**src/rtl/mem_responder_if.sv**
```systemverilog
// Request/response channel between a cache miss path (master) and the data memory (slave).
// Read and write each use their own valid/ready four-phase handshake.
interface mem_responder_if #(
    parameter int ADDR_BITS = 8,
    parameter int DATA_BITS = 8
);
    logic                 read_valid;
    logic [ADDR_BITS-1:0] read_address;
    logic                 read_ready;
    logic [DATA_BITS-1:0] read_data;
    logic                 write_valid;
    logic [ADDR_BITS-1:0] write_address;
    logic [DATA_BITS-1:0] write_data;
    logic                 write_ready;

    modport master (
        output read_valid, read_address, write_valid, write_address, write_data,
        input  read_ready, read_data, write_ready
    );

    modport slave (
        input  read_valid, read_address, write_valid, write_address, write_data,
        output read_ready, read_data, write_ready
    );
endinterface

```
**src/rtl/mem_responder.sv**
```systemverilog
// Single-channel memory responder: one read or write at a time from an internal word array.
// Latency: ready rises READ_LATENCY/WRITE_LATENCY edges after accept; held until valid drops.
// Backpressure: one outstanding request; MEM_RESP_STATS_EN adds saturating completion counters.
module mem_responder #(
    parameter int ADDR_BITS     = 8,
    parameter int DATA_BITS     = 8,
    parameter int READ_LATENCY  = 2,
    parameter int WRITE_LATENCY = 2
) (
    input  logic              clk,
    input  logic              reset,
    mem_responder_if.slave    bus,
    output logic [15:0]       read_count,
    output logic [15:0]       write_count
);

    localparam int DEPTH = 1 << ADDR_BITS;
    localparam logic [15:0] RD_LOAD = 16'(READ_LATENCY - 1);
    localparam logic [15:0] WR_LOAD = 16'(WRITE_LATENCY - 1);

    typedef enum logic [2:0] {
        IDLE,
        RD_WAIT,
        WR_WAIT,
        RD_RESP,
        WR_RESP
    } state_t;

    state_t               state;
    state_t               state_nxt;
    logic [15:0]          lat_cnt;
    logic [ADDR_BITS-1:0] req_addr;
    logic [DATA_BITS-1:0] req_data;
    logic [DATA_BITS-1:0] rd_buf;
    logic [DATA_BITS-1:0] mem [DEPTH];

    logic                 read_ready_q;
    logic                 write_ready_q;
    logic [DATA_BITS-1:0] read_data_q;

    logic accept_rd;
    logic accept_wr;
    logic rd_done;
    logic wr_done;

    always_ff @(posedge clk) begin
        if (reset) begin
            state <= IDLE;
        end else begin
            state <= state_nxt;
        end
    end

    always_comb begin
        state_nxt = state;
        accept_rd = 1'b0;
        accept_wr = 1'b0;
        rd_done   = 1'b0;
        wr_done   = 1'b0;
        case (state)
            IDLE: begin
                // Read has priority; a concurrent write stays pending on its held valid.
                if (bus.read_valid) begin
                    accept_rd = 1'b1;
                    state_nxt = RD_WAIT;
                end else if (bus.write_valid) begin
                    accept_wr = 1'b1;
                    state_nxt = WR_WAIT;
                end
            end
            RD_WAIT: begin
                if (lat_cnt == 16'd0) begin
                    rd_done   = 1'b1;
                    state_nxt = RD_RESP;
                end
            end
            WR_WAIT: begin
                if (lat_cnt == 16'd0) begin
                    wr_done   = 1'b1;
                    state_nxt = WR_RESP;
                end
            end
            RD_RESP: begin
                if (!bus.read_valid) state_nxt = IDLE;
            end
            WR_RESP: begin
                if (!bus.write_valid) state_nxt = IDLE;
            end
            default: state_nxt = IDLE;
        endcase
    end

    always_ff @(posedge clk) begin
        if (reset) begin
            lat_cnt  <= '0;
            req_addr <= '0;
            req_data <= '0;
            rd_buf   <= '0;
        end else if (accept_rd) begin
            lat_cnt  <= RD_LOAD;
            req_addr <= bus.read_address;
            rd_buf   <= mem[bus.read_address];
        end else if (accept_wr) begin
            lat_cnt  <= WR_LOAD;
            req_addr <= bus.write_address;
            req_data <= bus.write_data;
        end else if ((state == RD_WAIT || state == WR_WAIT) && lat_cnt != 16'd0) begin
            lat_cnt <= lat_cnt - 16'd1;
        end
    end

    // Write commits on leaving WR_WAIT, so a following read always sees it.
    always_ff @(posedge clk) begin
        if (reset) begin
            for (int i = 0; i < DEPTH; i++) begin
                mem[i] <= '0;
            end
        end else if (wr_done) begin
            mem[req_addr] <= req_data;
        end
    end

    always_ff @(posedge clk) begin
        if (reset) begin
            read_ready_q  <= 1'b0;
            write_ready_q <= 1'b0;
            read_data_q   <= '0;
        end else begin
            read_ready_q  <= rd_done || (state == RD_RESP && bus.read_valid);
            write_ready_q <= wr_done || (state == WR_RESP && bus.write_valid);
            if (rd_done) read_data_q <= rd_buf;
        end
    end

    assign bus.read_ready  = read_ready_q;
    assign bus.write_ready = write_ready_q;
    assign bus.read_data   = read_data_q;

`ifdef MEM_RESP_STATS_EN
    always_ff @(posedge clk) begin
        if (reset) begin
            read_count  <= '0;
            write_count <= '0;
        end else begin
            if (rd_done && read_count != 16'hFFFF)  read_count  <= read_count + 16'd1;
            if (wr_done && write_count != 16'hFFFF) write_count <= write_count + 16'd1;
        end
    end
`else
    assign read_count  = 16'd0;
    assign write_count = 16'd0;
`endif

endmodule

```
**src/flat_wrapper.sv**
```systemverilog
// flat-port wrapper written by rule: the top's interface ports become plain ports
module mem_responder_flat 
#(
    parameter int ADDR_BITS     = 8,
    parameter int DATA_BITS     = 8,
    parameter int READ_LATENCY  = 2,
    parameter int WRITE_LATENCY = 2
)
  (clk, reset, read_count, write_count, bus_read_valid, bus_read_address, bus_write_valid, bus_write_address, bus_write_data, bus_read_ready, bus_read_data, bus_write_ready);
  mem_responder_if #(.ADDR_BITS(ADDR_BITS), .DATA_BITS(DATA_BITS)) bus_i ();
  input  logic clk;
  input  logic reset;
  output logic [15:0] read_count;
  output logic [15:0] write_count;
  input wire logic [$bits(bus_i.read_valid)-1:0] bus_read_valid;
  input wire logic [$bits(bus_i.read_address)-1:0] bus_read_address;
  input wire logic [$bits(bus_i.write_valid)-1:0] bus_write_valid;
  input wire logic [$bits(bus_i.write_address)-1:0] bus_write_address;
  input wire logic [$bits(bus_i.write_data)-1:0] bus_write_data;
  output wire logic [$bits(bus_i.read_ready)-1:0] bus_read_ready;
  output wire logic [$bits(bus_i.read_data)-1:0] bus_read_data;
  output wire logic [$bits(bus_i.write_ready)-1:0] bus_write_ready;
  assign bus_i.read_valid = bus_read_valid;
  assign bus_i.read_address = bus_read_address;
  assign bus_i.write_valid = bus_write_valid;
  assign bus_i.write_address = bus_write_address;
  assign bus_i.write_data = bus_write_data;
  assign bus_read_ready = bus_i.read_ready;
  assign bus_read_data = bus_i.read_data;
  assign bus_write_ready = bus_i.write_ready;
  mem_responder #(.ADDR_BITS(ADDR_BITS), .DATA_BITS(DATA_BITS), .READ_LATENCY(READ_LATENCY), .WRITE_LATENCY(WRITE_LATENCY)) u_core (.clk(clk), .reset(reset), .bus(bus_i), .read_count(read_count), .write_count(write_count));
endmodule
```
**config.mk**
```make
export PLATFORM = sky130hd
export DESIGN_NAME = mem_responder_flat
export DESIGN_NICKNAME = d
export VERILOG_FILES = /design/src/rtl/mem_responder_if.sv /design/src/rtl/mem_responder.sv /design/src/flat_wrapper.sv
export SDC_FILE = /design/constraint.sdc
export NUM_CORES = 2
export LEC_CHECK = 0
export BUFFER_PORTS_ARGS = -buffer_cell sky130_fd_sc_hd__clkbuf_2
export CORE_UTILIZATION = 30
export CTS_BUF_LIST = sky130_fd_sc_hd__clkbuf_4 sky130_fd_sc_hd__clkbuf_8 sky130_fd_sc_hd__clkbuf_16
export CTS_CLUSTER_DIAMETER = 120
export CTS_CLUSTER_SIZE = 25
export DETAILED_ROUTE_END_ITERATION = 10
export SYNTH_ARGS = -nofsm -noshare
export SYNTH_HDL_FRONTEND = slang
export SYNTH_SLANG_ARGS = --single-unit
```
**constraint.sdc**
```tcl
create_clock -name clk -period 7.6 [get_ports clk]
set_input_delay 0 -clock clk [delete_from_list [all_inputs] [get_ports clk]]
set_output_delay 0 -clock clk [all_outputs]
set_load 0.1 [all_outputs]
```
==> flow_metrics.tcl <==
set metrics [dict create \
    status "completed" \
    grt_start_max_net_pins 175 \
    max_cap_viol_count 0 \
    synth_top_family_by_area "simple AND/OR/NAND/NOR gates" \
    cp-start-kind "flip-flop" \
    wire_per_inst_microns 25.4 \
    cts_tree "built" \
    grt_antenna_before_repair 7 \
    drt-pass1-iter-count 5 \
    path_class "reg2reg" \
    via_per_inst 5.06 \
    synth_edf_count 2048 \
    vdd_drop_max_mv 0.182 \
    p_per_area_nw_per_um2 212 \
    end_kind "flip-flop" \
    clock-skew-final_ns 0.0529 \
    synth_warnings 0 \
    post-dp-hpwl_microns 178000 \
    required_ns 8.04 \
    arrival_ns 4.79 \
    synth_adder_area_share_pct 0.0123 \
    hold-path-cell-count 3 \
    synth_cell_types 70 \
    grt_overflow 0 \
    slew_headroom_pct 11.3 \
    path_max_fanout 57 \
    dp_slack_ns 3.39 \
    drc 0 \
    setup-tns-final_ns 0 \
    clk_pin_slew_ns 0.10 \
    synth_commonest_cells "2052 x and2_1, 2048 x edfxtp_1, 351 x mux4_2" \
    cts_resized 0 \
    synth-simple-area-share_pct 19.9 \
    reg2regPathDepth 8 \
    vias 55988 \
    drt_wl_total_microns 281000 \
    insertion_delay_ns 0.82 \
    netlist_instances 6744 \
    grt_usage_pct 16.2 \
    dieArea_sq_um 341000 \
    drt_iter0_drc 6459 \
    cts-htree-levels 3 \
    clockRootBuffer "clkbuf_16" \
    p_leak_uw 0.0401 \
    grt_pass1_vias 54832 \
    cts_sinks 2101 \
    io_buffers 37 \
    yosysTopAreaCell "edfxtp_1" \
    num_rows 213 \
    fmax_mhz 230 \
    final_max_slew_viol_count 0 \
    synthArstFlopShare_pct 0 \
    synth.avg_cell_area_sq_um 15.1 \
    cts_buffers 94 \
    drive_gt1_share_pct 16.8 \
    postRouteAntennaNets 0 \
    post-route-min-period_ns 4.36 \
    initial_core_util_pct 30.2 \
    area_growth_syn_to_layout_pct 6.95 \
    placed_cells 10852 \
    clock_path_buffers 3 \
    tightest_slew_ns 1.33 \
    synth_mux_area_share_pct 12.2 \
    setup_ws_ns 3.24 \
    netlist_top_cells_area "edfxtp_1 61%, and2_1 13%, mux4_2 7.8%" \
    hold_path_class "in2reg" \
    dieWidth_microns 584 \
    synth_top_area_share_pct 60.5 \
    fin_crit_sh_pct 57.3 \
    hold_viol_final 0 \
    final_cells 11063 \
    fin_nets 6512 \
    dieHeight_microns 584 \
    post-synth-top-count-cell "and2_1" \
    gp_congestion 0.903 \
    synth_compound_area_share_pct 2.89 \
    synthFlopType "edfxtp_1" \
    core-area_sq_um 337000 \
    syn_area_sq_um 102000 \
    rsz0062_at_grt "false" \
    ios 70 \
    ys_ff_latch 2101 \
    yosysSeqAreaShare_pct 61.6 \
    grt_pass1_wl_microns 405000 \
    finalSetupViolations 0 \
    synth_xor_area_share_pct 0.129 \
]
final cells by class:
type	count	area (sq um)
fill	32623	228000
sequential	2101	62600
multi-input combinational	4106	36000
tap	4515	5650
clock buffer	154	2860
timing repair buffer	172	1500
clock inverter	5	76.3
inverter	8	35.0
antenna	2	5.00
critical path, cell delays in order (launching register included):
cell	delay, ns
dfxtp_1	0.38
nor4_1	0.50
nor4b_2	0.44
nand3_1	0.31
inv_2	0.19
nand2_8	0.39
buf_12	0.42
nor3_4	0.57
or2_1	0.44
what timing repair did:
item | CTS | global route
endpoints found under the hold margin | 22 | 0
hold buffers | 50 | 0
setup buffers | 0 | 0
power breakdown:
group	switching (uW)	leakage (uW)	total, uW	internal, uW
Combinational	2540	0.0171	3330	795
Sequential	360	0.0216	13400	13100
Clock	3640	0.00149	6260	2620
Total	6540	0.0401	23000	16500
cell families after synthesis:
kind of cell / after synthesis
other: 1
buffers and inverters: 568
xor gates and xnor gates: 15
AOI/OAI and AO/OA: 404
muxes: 720
adders and majority gates: 1
and+or+nand+nor: 2934
DFF: 2101
cells in the final DEF, fill, tap and decap left out, drive strengths merged, types with 5 or more instances in the layout:
cell type / netlist / layout
and2: 2053 / 2053
edfxtp: 2048 / 2048
mux4: 397 / 397
mux2i: 313 / 313
nor3: 305 / 305
or2: 257 / 257
clkbuf: 327 / 186
o221ai: 131 / 131
nand2: 112 / 112
nor2: 97 / 97
buf: 233 / 90
a21oi: 70 / 70
o22ai: 60 / 60
dfxtp: 53 / 53
dlygate4sd3: 0 / 50
o21ai: 44 / 44
conb: 1 / 32
nand3: 30 / 30
a22oi: 23 / 23
nor4: 16 / 16
a221oi: 15 / 15
a2111oi: 15 / 15
and3: 14 / 14
nand4: 12 / 12
a211oi: 12 / 12
mux2: 10 / 10
a311oi: 10 / 10
xnor2: 10 / 10
inv: 8 / 9
o211ai: 8 / 8
nand2b: 8 / 8
or4: 8 / 8
nor2b: 7 / 7
or3: 5 / 5
xor2: 5 / 5
worst paths after layout:
check / from / endpoint / slack [ns]
worst max register to register: u_core.lat_cnt[7]$_SDFFE_PP0P_ / u_core.mem[203][0]$_SDFFCE_PN0P_ / 3.24
worst min register to register: u_core.bus.read_data[0]$_SDFFE_PP0P_ / u_core.bus.read_data[0]$_SDFFE_PP0P_ / 0.51
worst min-delay path: bus_read_address[7] / u_core.req_addr[7]$_SDFFE_PP0P_ / 0.08
worst max-delay path: u_core.lat_cnt[7]$_SDFFE_PP0P_ / u_core.mem[203][0]$_SDFFCE_PN0P_ / 3.24
state kept, by name, indices dropped and copies added (netlist names):
register / flops
u_core.mem: 2048
u_core.lat_cnt: 16
u_core.bus.read_data: 8
u_core.rd_buf: 8
u_core.req_addr: 8
u_core.req_data: 8
u_core.state: 3
u_core.bus.read_ready: 1
u_core.bus.write_ready: 1
layer usage:
metal / vias up / GRT usage, % / routed length (microns)
li1: 24401 / - / -
met1: 28954 / 22.0 / 117000
met2: 2206 / 26.3 / 133000
met3: 425 / 2.27 / 19600
met4: 2 / 6.31 / 11700
met5: - / 0 / 10
per-stage QoR:
step	hold WS [ns]	cell area, sq um	util [%]	total power [uW]
floorplan	0.136	102000	-	15700
global placement	0.221	105000	31.2	17000
detailed placement	0.227	105000	31.2	17000
CTS	0.00706	109000	32.3	23100
global route	0.0711	109000	32.3	23700
finish	0.0791	109000	32.3	23000
(Power assumes the default switching activity.)
